===== src/rtl/loader_pkg.sv =====
// Shared types and constants for the BRAM program loader.
package loader_pkg;

  // Loader phases: header collection, word loading, and the two terminal states.
  typedef enum logic [1:0] {
    L_HDR,
    L_DATA,
    L_DONE,
    L_ERR
  } loader_state_t;

  localparam int BYTES_PER_WORD = 4;
  localparam int WORD_W         = BYTES_PER_WORD * 8;

endpackage


===== src/rtl/bram_loader_if.sv =====
// Byte-stream input and BRAM write-port/status bundle of the program loader.
// The loader is the initiator on the BRAM port, so it takes the master view.
interface bram_loader_if #(
  parameter int ADDR_W = 10,
  parameter int DATA_W = 32
);

  logic              rx_valid;
  logic [7:0]        rx_data;
  logic              bram_we;
  logic [ADDR_W-1:0] bram_addr;
  logic [DATA_W-1:0] bram_di;
  logic              busy;
  logic              done;
  logic              err;

  // Loader side: consumes UART bytes, drives the BRAM write port and status.
  modport master (
    input  rx_valid,
    input  rx_data,
    output bram_we,
    output bram_addr,
    output bram_di,
    output busy,
    output done,
    output err
  );

  // Environment side: UART receiver feeding bytes, BRAM and core observing.
  modport slave (
    output rx_valid,
    output rx_data,
    input  bram_we,
    input  bram_addr,
    input  bram_di,
    input  busy,
    input  done,
    input  err
  );

endinterface


===== src/rtl/byte_packer.sv =====
// Packs a byte stream into little-endian words. The completed word and its
// strobe are presented combinationally in the cycle of the last byte, so the
// consumer can register the write one cycle later without stalling input.
module byte_packer
  import loader_pkg::*;
(
  input  logic              clk,
  input  logic              rst,
  input  logic              clear,
  input  logic              rx_valid,
  input  logic [7:0]        rx_data,
  output logic [WORD_W-1:0] word,
  output logic              word_valid
);

  localparam int                IDX_W = $clog2(BYTES_PER_WORD);
  localparam logic [IDX_W-1:0]  LAST  = IDX_W'(BYTES_PER_WORD - 1);

  logic [IDX_W-1:0]  idx;
  logic [WORD_W-9:0] asm_r;

  // The top byte never needs storing: it is the byte arriving right now.
  assign word_valid = rx_valid && !clear && (idx == LAST);
  assign word       = {rx_data, asm_r};

  // Byte index and lower-byte assembly register; only accepted strobes advance.
  always_ff @(posedge clk or posedge rst) begin
    if (rst) begin
      idx   <= '0;
      asm_r <= '0;
    end else if (clear) begin
      idx   <= '0;
      asm_r <= '0;
    end else if (rx_valid) begin
      for (int k = 0; k < BYTES_PER_WORD - 1; k++) begin
        if (idx == IDX_W'(k)) begin
          asm_r[8*k +: 8] <= rx_data;
        end
      end
      idx <= (idx == LAST) ? '0 : idx + 1'b1;
    end
  end

endmodule


===== src/rtl/bram_loader.sv =====
// Program loader: parses a 4-byte little-endian word count from the UART
// byte stream, then writes that many little-endian words to BRAM from
// address 0 upward. Owns the BRAM write port until done.
module bram_loader
  import loader_pkg::*;
#(
  parameter int ADDR_W = 10,
  parameter int DATA_W = 32
) (
  input  logic          clk,
  input  logic          rst,
  bram_loader_if.master bus
);

  // Word index is one bit wider than the address so a full-capacity load
  // (N = 2**ADDR_W) can be counted to completion.
  localparam int          CNT_W    = ADDR_W + 1;
  localparam logic [32:0] CAPACITY = 33'(1) << ADDR_W;

  loader_state_t     state;
  logic [CNT_W-1:0]  widx;
  logic [CNT_W-1:0]  wtotal;
  logic [CNT_W-1:0]  widx_nxt;

  logic [WORD_W-1:0] word;
  logic              word_valid;
  logic              pk_clear;

  logic              we_r;
  logic [ADDR_W-1:0] addr_r;
  logic [DATA_W-1:0] di_r;
  logic              busy_r;
  logic              done_r;
  logic              err_r;

  function automatic logic hdr_over_capacity(input logic [WORD_W-1:0] n);
    return {1'b0, n} > CAPACITY;
  endfunction

  // Terminal states hold the packer idle so late bytes cannot form words.
  assign pk_clear = (state == L_DONE) || (state == L_ERR);
  assign widx_nxt = widx + 1'b1;

  byte_packer u_packer (
    .clk        (clk),
    .rst        (rst),
    .clear      (pk_clear),
    .rx_valid   (bus.rx_valid),
    .rx_data    (bus.rx_data),
    .word       (word),
    .word_valid (word_valid)
  );

  // Loader FSM with registered BRAM write port and status flags.
  always_ff @(posedge clk or posedge rst) begin
    if (rst) begin
      state  <= L_HDR;
      widx   <= '0;
      wtotal <= '0;
      we_r   <= 1'b0;
      addr_r <= '0;
      di_r   <= '0;
      busy_r <= 1'b0;
      done_r <= 1'b0;
      err_r  <= 1'b0;
    end else begin
      we_r <= 1'b0;
      unique case (state)
        L_HDR: begin
          if (word_valid) begin
            if (word == '0) begin
              state  <= L_DONE;
              done_r <= 1'b1;
            end else if (hdr_over_capacity(word)) begin
              state <= L_ERR;
              err_r <= 1'b1;
            end else begin
              state  <= L_DATA;
              wtotal <= word[CNT_W-1:0];
              widx   <= '0;
              busy_r <= 1'b1;
            end
          end
        end
        L_DATA: begin
          if (word_valid) begin
            we_r   <= 1'b1;
            addr_r <= widx[ADDR_W-1:0];
            di_r   <= DATA_W'(word);
            widx   <= widx_nxt;
            // Leave now so trailing bytes are ignored; done/busy flip one
            // cycle later, after the final write pulse has been presented.
            if (widx_nxt == wtotal) begin
              state <= L_DONE;
            end
          end
        end
        L_DONE: begin
          if (busy_r) begin
            busy_r <= 1'b0;
            done_r <= 1'b1;
          end
        end
        L_ERR: begin
        end
        default: begin
          state <= L_HDR;
        end
      endcase
    end
  end

  assign bus.bram_we   = we_r;
  assign bus.bram_addr = addr_r;
  assign bus.bram_di   = di_r;
  assign bus.busy      = busy_r;
  assign bus.done      = done_r;
  assign bus.err       = err_r;

endmodule


===== src/flat_wrapper.sv =====
// flat-port wrapper written by rule: the top's interface ports become plain ports
module bram_loader_flat import loader_pkg::*;
#(
  parameter int ADDR_W = 10,
  parameter int DATA_W = 32
)
  (clk, rst, bus_rx_valid, bus_rx_data, bus_bram_we, bus_bram_addr, bus_bram_di, bus_busy, bus_done, bus_err);
  bram_loader_if #(.ADDR_W(ADDR_W), .DATA_W(DATA_W)) bus_i ();
  input  logic clk;
  input  logic rst;
  input wire logic [$bits(bus_i.rx_valid)-1:0] bus_rx_valid;
  input wire logic [$bits(bus_i.rx_data)-1:0] bus_rx_data;
  output wire logic [$bits(bus_i.bram_we)-1:0] bus_bram_we;
  output wire logic [$bits(bus_i.bram_addr)-1:0] bus_bram_addr;
  output wire logic [$bits(bus_i.bram_di)-1:0] bus_bram_di;
  output wire logic [$bits(bus_i.busy)-1:0] bus_busy;
  output wire logic [$bits(bus_i.done)-1:0] bus_done;
  output wire logic [$bits(bus_i.err)-1:0] bus_err;
  assign bus_i.rx_valid = bus_rx_valid;
  assign bus_i.rx_data = bus_rx_data;
  assign bus_bram_we = bus_i.bram_we;
  assign bus_bram_addr = bus_i.bram_addr;
  assign bus_bram_di = bus_i.bram_di;
  assign bus_busy = bus_i.busy;
  assign bus_done = bus_i.done;
  assign bus_err = bus_i.err;
  bram_loader #(.ADDR_W(ADDR_W), .DATA_W(DATA_W)) u_core (.clk(clk), .rst(rst), .bus(bus_i));
endmodule

===== config.mk =====
export PLATFORM = sky130hd
export DESIGN_NAME = bram_loader_flat
export DESIGN_NICKNAME = d
export VERILOG_FILES = /design/src/rtl/loader_pkg.sv /design/src/rtl/bram_loader_if.sv /design/src/rtl/byte_packer.sv /design/src/rtl/bram_loader.sv /design/src/flat_wrapper.sv
export SDC_FILE = /design/constraint.sdc
export NUM_CORES = 1
export LEC_CHECK = 0
export CORE_ASPECT_RATIO = 1.5
export CORE_MARGIN = 2
export CORE_UTILIZATION = 40
export CTS_CLUSTER_DIAMETER = 80
export DETAILED_ROUTE_END_ITERATION = 8
export PLACE_DENSITY = 0.57
export SETUP_SLACK_MARGIN = 0.2
export SYNTH_ARGS = -nofsm -noshare
export SYNTH_HDL_FRONTEND = slang
export SYNTH_SLANG_ARGS = --single-unit

===== constraint.sdc =====
create_clock -name clk -period 4 [get_ports clk]
set_input_delay 0.6 -clock clk [delete_from_list [all_inputs] [get_ports clk]]
set_output_delay 0.6 -clock clk [all_outputs]
set_load 0.1 [all_outputs]

After elaboration in Yosys (flattened, before gate mapping):

Cells that the tools add are included.

* register bits: 96
* bits in latches: 0
* memory bits (writable): 0
* bits in read-only memories: 0
* bits of input ports: 11
* output and inout port bits: 46
* word-level logic and storage cells: 84
* memories: 0

* $add $sub $neg: 2
* $mul: 0
* div/mod/pow operators: 0
* order comparisons: 1
* eq/ne operators: 14
* shift operators: 0
* mux-type cells: 29
* bitwise operators: 2
* reduce and logical (&&, ||, !) cells: 23

Operator list (number)
* two-way mux 24 bit: 2
* two-way mux 11 bit: 4
* greater-than comparator 32 x 11 -> 1 bit, second input constant: 1
* logical NOT 32 bit: 1
* two-way mux 8 bit: 3
* one-hot mux 11 bit (2 select lines): 1
* AND reduction 4 bit: 5
* two-way mux 2 bit: 8
* nonzero test 2 bit: 6
* adder 11 x 1 -> 11 bit, second input constant: 1
* equality test 11 bit: 1
* equality test 2 bit, second input constant: 4
* two-way mux 1 bit: 8
* != test 2 bit, second input constant: 4
* AND reduction 2 bit: 4
* != test 2 x 1 -> 1 bit, second input constant: 3
* AND reduction 5 bit: 1
* equality test 2 x 1 -> 1 bit, second input constant: 2
* logical NOT 2 bit: 2
* one-hot mux 1 bit (2 select lines): 2
* one-hot mux 2 bit (2 select lines): 1
* adder 2 x 1 -> 2 bit, second input constant: 1
* logical AND 1 bit: 2
* NOT 1 bit: 2
* other kinds (2): 2

Depth between registers and ports, before layout:

* depth in word-level cells: 7
* depth in mapped cells: 8
* mapped depth without buffers: 8

By module:

A second synthesis with hierarchy kept.

* cell total of the unflattened synthesis: 477
* area total of the unflattened synthesis: 4631.9 um2

Modules (own cells, without submodules)
* bram_loader: times used 1, cells each 363, area each 3326.9 um2, seq. area each 1751.7 um2
* byte_packer: times used 1, cells each 114, area each 1305.0 um2, seq. area each 650.6 um2

Worst setup path after synthesis:

OpenSTA, ideal clock, no wires.

* kind: in2reg
* start: input bus_rx_data[1]
* end: register u_core.wtotal[0]
* library setup time: 0.125 ns
* arrival time: 1.898 ns
* required time: 3.875 ns
* path slack: 1.977 ns
* cell stages on the path: 6
* path buffers: 1
* cell sequence: nor4_1 -> nand4_1 -> nor4_4 -> nand2_2 -> buf_6 -> mux2_4

* word-level cells in the longest chain between the ends: 3
* elaborated cells on any way between the ends: 5
* those cells by class: order compare: 1; bitwise: 2; reduce/logical: 2

RTL lines
* start: declaration: RTL line flat_wrapper.sv:12 `input wire logic [$bits(bus_i.rx_data)-1:0] bus_rx_data;`
* greater-than comparator 32 x 11 -> 1 bit or logical NOT 32 bit (tied branches): RTL line bram_loader.sv:37, bram_loader.sv:71
* NOT 1 bit (no line)
* AND reduction 4 bit (no line) (*)
* end signal: assignment: RTL line bram_loader.sv:79 `wtotal <= word[CNT_W-1:0];`
* end: declaration: RTL line bram_loader.sv:22 `logic [CNT_W-1:0] wtotal;`

Every way passes the cells marked *; elsewhere a longest branch is shown, timed or not.
A chain may end at the register's enable or synchronous reset.

Worst setup path after layout:

* start: input bus_rx_data[1]
* end: register u_core.widx[3]

* word-level cells in the longest chain between the ends: 3
* elaborated cells on any way between the ends: 5
* those cells by class: order compare: 1; eq/ne: 2; reduce/logical: 2

RTL lines
* greater-than comparator 32 x 11 -> 1 bit or logical NOT 32 bit (tied branches): RTL line bram_loader.sv:37, bram_loader.sv:71
* != test 2 bit (no line)
* AND reduction 5 bit (no line) (*)
* end signal: assignment: RTL line bram_loader.sv:90 `widx <= widx_nxt;`
* end: declaration: RTL line bram_loader.sv:21 `logic [CNT_W-1:0] widx;`

Marked as above.

==> metrics.md <==
| Metric | Value |
|---|---|
| Outcome | completed |
| Power density over cell area | 351 nW/um2 |
| Leading register cell type out of synthesis | dfrtp_1 |
| Final nets | 530 |
| Register bit total from synthesis | 96 |
| Worst-path clk slew | 60 ps |
| Post-synth cell types | 43 |
| Vias per cell | 5.16 |
| Share of layout cells above drive strength 1 | around 7% |
| Crit-path max cell delay | 490 ps |
| Post-cts hold buffer count | 0 |
| Syn avg cell area | 9.15 um2 |
| Setup_tns | 0 ps |
| Antenna violations before repair | 0 |
| H-tree levels | 3 |
| RSZ-0062 raised after global routing | no |
| CTS tree | done |
| GRT Overall Usage | 19.3% |
| Die Y | around 130 um |
| Chip Width | roughly 89 um |
| Final wirelength | ~10 mm |
| Worst EP required | 4240 ps |
| Clock Latency Late Sink | 340 ps |
| DRT iter0 DRCs | about 190 |
| Num ports | 57 |
| Antenna viol nets, final | 0 |
| Clk sink count | 96 |
| Vias | 3418 |
| Fmax | 397 MHz |
| RePlAce Congestion | 0.899 |
| Pins over their slew limit | 0 |
| GRT overflow | 0 |
| Post-synthesis sequential area ratio | 55.5% |
| Top-area cell type share of the netlist area | 55.5% |
| DP HPWL | 7.32 mm |
| Mapped Cells | 473 |
| Worst hold slack | 465 ps |
| Crit path cell chain | clkdlybuf4s50_1, nor4_1, nand4_1, nor4_4, o31a_1, nand2_1, a21o_1 |
| CP Data Arrival Time | ~2800 ps |
| Period utilisation layout | 62.9% |
| Syn_nets | 489 |
| Critical path type | primary input to flop |
| Post-CTS Setup Bufs | 0 |
| Most frequent cells in the layout | nand2_1, dfrtp_1, clkdlybuf4s50_1 |
| Hold Violations, Final | 0 |
| Asr flop ratio synth | 100% |
| Area Growth Syn to Fin | 22.2% |
| Max-cap check violation count | 0 |
| Clock Root Buffer | clkbuf_16 |
| Crit path time final | 2520 ps |
| Longest Clk Path Bufs | 2 |
| Max-Slew Margin vs Limit | 33.1% |
| Die Area | 11700 um2 |
| Worst-margin pin slew | between 1000 and 1500 ps |
| Global-route wire length before repair | 17.4 mm |
| FP Rows | 46 |
| Crit path launch type | primary input |
| Max VDD drop | 0.225 mV |
| PortBufs | 56 |
| CTS Buf Count | 9 |
| Final setup viols | 0 |
| Via count of the first global-routing pass | 3428 |
| Crit path buffers/inverters | 1 |
| CP top delay family | simple AND/OR/NAND/NOR gates |
| Drt first pass iters | 4 |
| Core area | 10600 um2 |
| Routed WL per cell | 15.7 um |
| Worst path slowest cell | clkdlybuf4s50_1 |
| Worst Hold Class | flop to flop |
| Area leader, netlist | dfrtp_1 |
| Initial Util | 40.9% |
| Commonest non-fill, non-tap cell in the layout | nand2_1 |
| Residual DRC | 0 |
| Worst Setup End Kind | flop |
| Post-cts resize count | 0 |
| Synth area leaders | dfrtp_1, nand2_1, a21oi_1 |
| CP Max Fanout | 11 |
| EDFF count, synth | 0 |
| Skew final | 6.31 ps |
| Ant diodes | 0 |
| Leakage | 2.46 nW |
| YS warnings | 0 |
| Largest net degree at the start of global routing | 55 |
| Cell Area, Synth | 4330 um2 |
## Yosys cell counts (2+ instances only)
| master | count |
|---|---|
| o211ai_1 | 2 |
| nor2_1 | 15 |
| o21ai_0 | 12 |
| a31oi_1 | 10 |
| ha_1 | 5 |
| mux2_4 | 7 |
| buf_1 | 6 |
| clkbuf_1 | 20 |
| a21oi_1 | 31 |
| nand3_1 | 30 |
| nor4_1 | 7 |
| buf_2 | 3 |
| inv_1 | 9 |
| xnor2_1 | 5 |
| and4_1 | 3 |
| nor2b_1 | 3 |
| mux2_2 | 3 |
| nor3_1 | 5 |
| o21a_1 | 2 |
| nand4_1 | 8 |
| xor2_1 | 6 |
| mux2i_1 | 4 |
| nand2_1 | 162 |
| dfrtp_1 | 96 |
## power by group
part	switching (mW)	total [mW]	internal, mW
Sequential	0	0.971	0.971
Clock	0.363	0.835	0.473
Combinational	0.0337	0.0481	0.0144
## cells by family (layout without fill, tap and decap cells)
logic type,count (synthesis),after routing,share of synthesized area (%)
adders and majority gates,5,5,1.45
buffers and inverters,40,86,3.73
muxes,14,14,4.13
xor gates and xnor gates,11,11,2.23
DFF,96,96,55.5
AOI/OAI and AO/OA,67,67,8.99
and+or+nand+nor,240,240,24.0
## worst paths after layout
kind                       slack [ps]                     end  cells after the start            start
max                              1480          u_core.widx[3]                      7   bus_rx_data[1]
min                               470          u_core.bus.err                      1   u_core.bus.err
max reg2reg                      1600  u_core.bus.bram_di[25]                      6  u_core.state[1]
min reg2reg                       470          u_core.bus.err                      1   u_core.bus.err
max in group asynchronous        2570          u_core.widx[7]                      3              rst
min in group asynchronous         690          u_core.bus.err                      2              rst
## registers in the layout, indices dropped and copies added, names as in the netlist, 2 cells and up
name,flops
u_core.u_packer.asm_r,24
u_core.widx,11
u_core.bus.bram_di,32
u_core.u_packer.idx,2
u_core.bus.bram_addr,10
u_core.wtotal,11
u_core.state,2
## layer usage
metal,wire length [um],vias to the layer above,global-route usage [%]
li1,-,1663,-
met1,4140,1666,24.0
met2,5750,69,32.8
met3,277,20,3.52
met4,233,0,7.05
met5,0,-,0
## metrics by stage
stage / total power, mW / setup slack (ps) / utilization, % / std cells / area (um2)
floorplan: 1.01 / 895 / - / 473 / 4330
global placement: 1.04 / 1140 / 47.2 / 647 / 4990
detailed placement: 1.04 / 1130 / 47.2 / 647 / 4990
CTS: 1.88 / 1480 / 49.9 / 663 / 5290
global route: 1.93 / 1340 / 49.9 / 663 / 5290
finish: 1.85 / 1480 / 49.9 / 663 / 5290
## area by class of cell
cell class | instances | area, um2
Fill cell | 1042 | 5300
Sequential cell | 96 | 2400
Multi-Input combinational cell | 337 | 1770
Timing Repair Buffer | 60 | 603
Clock buffer | 12 | 267
Tap cell | 144 | 180
Inverter | 10 | 38.8
Clock inverter | 4 | 27.5
Note: power is estimated with default switching activity, not from simulation.
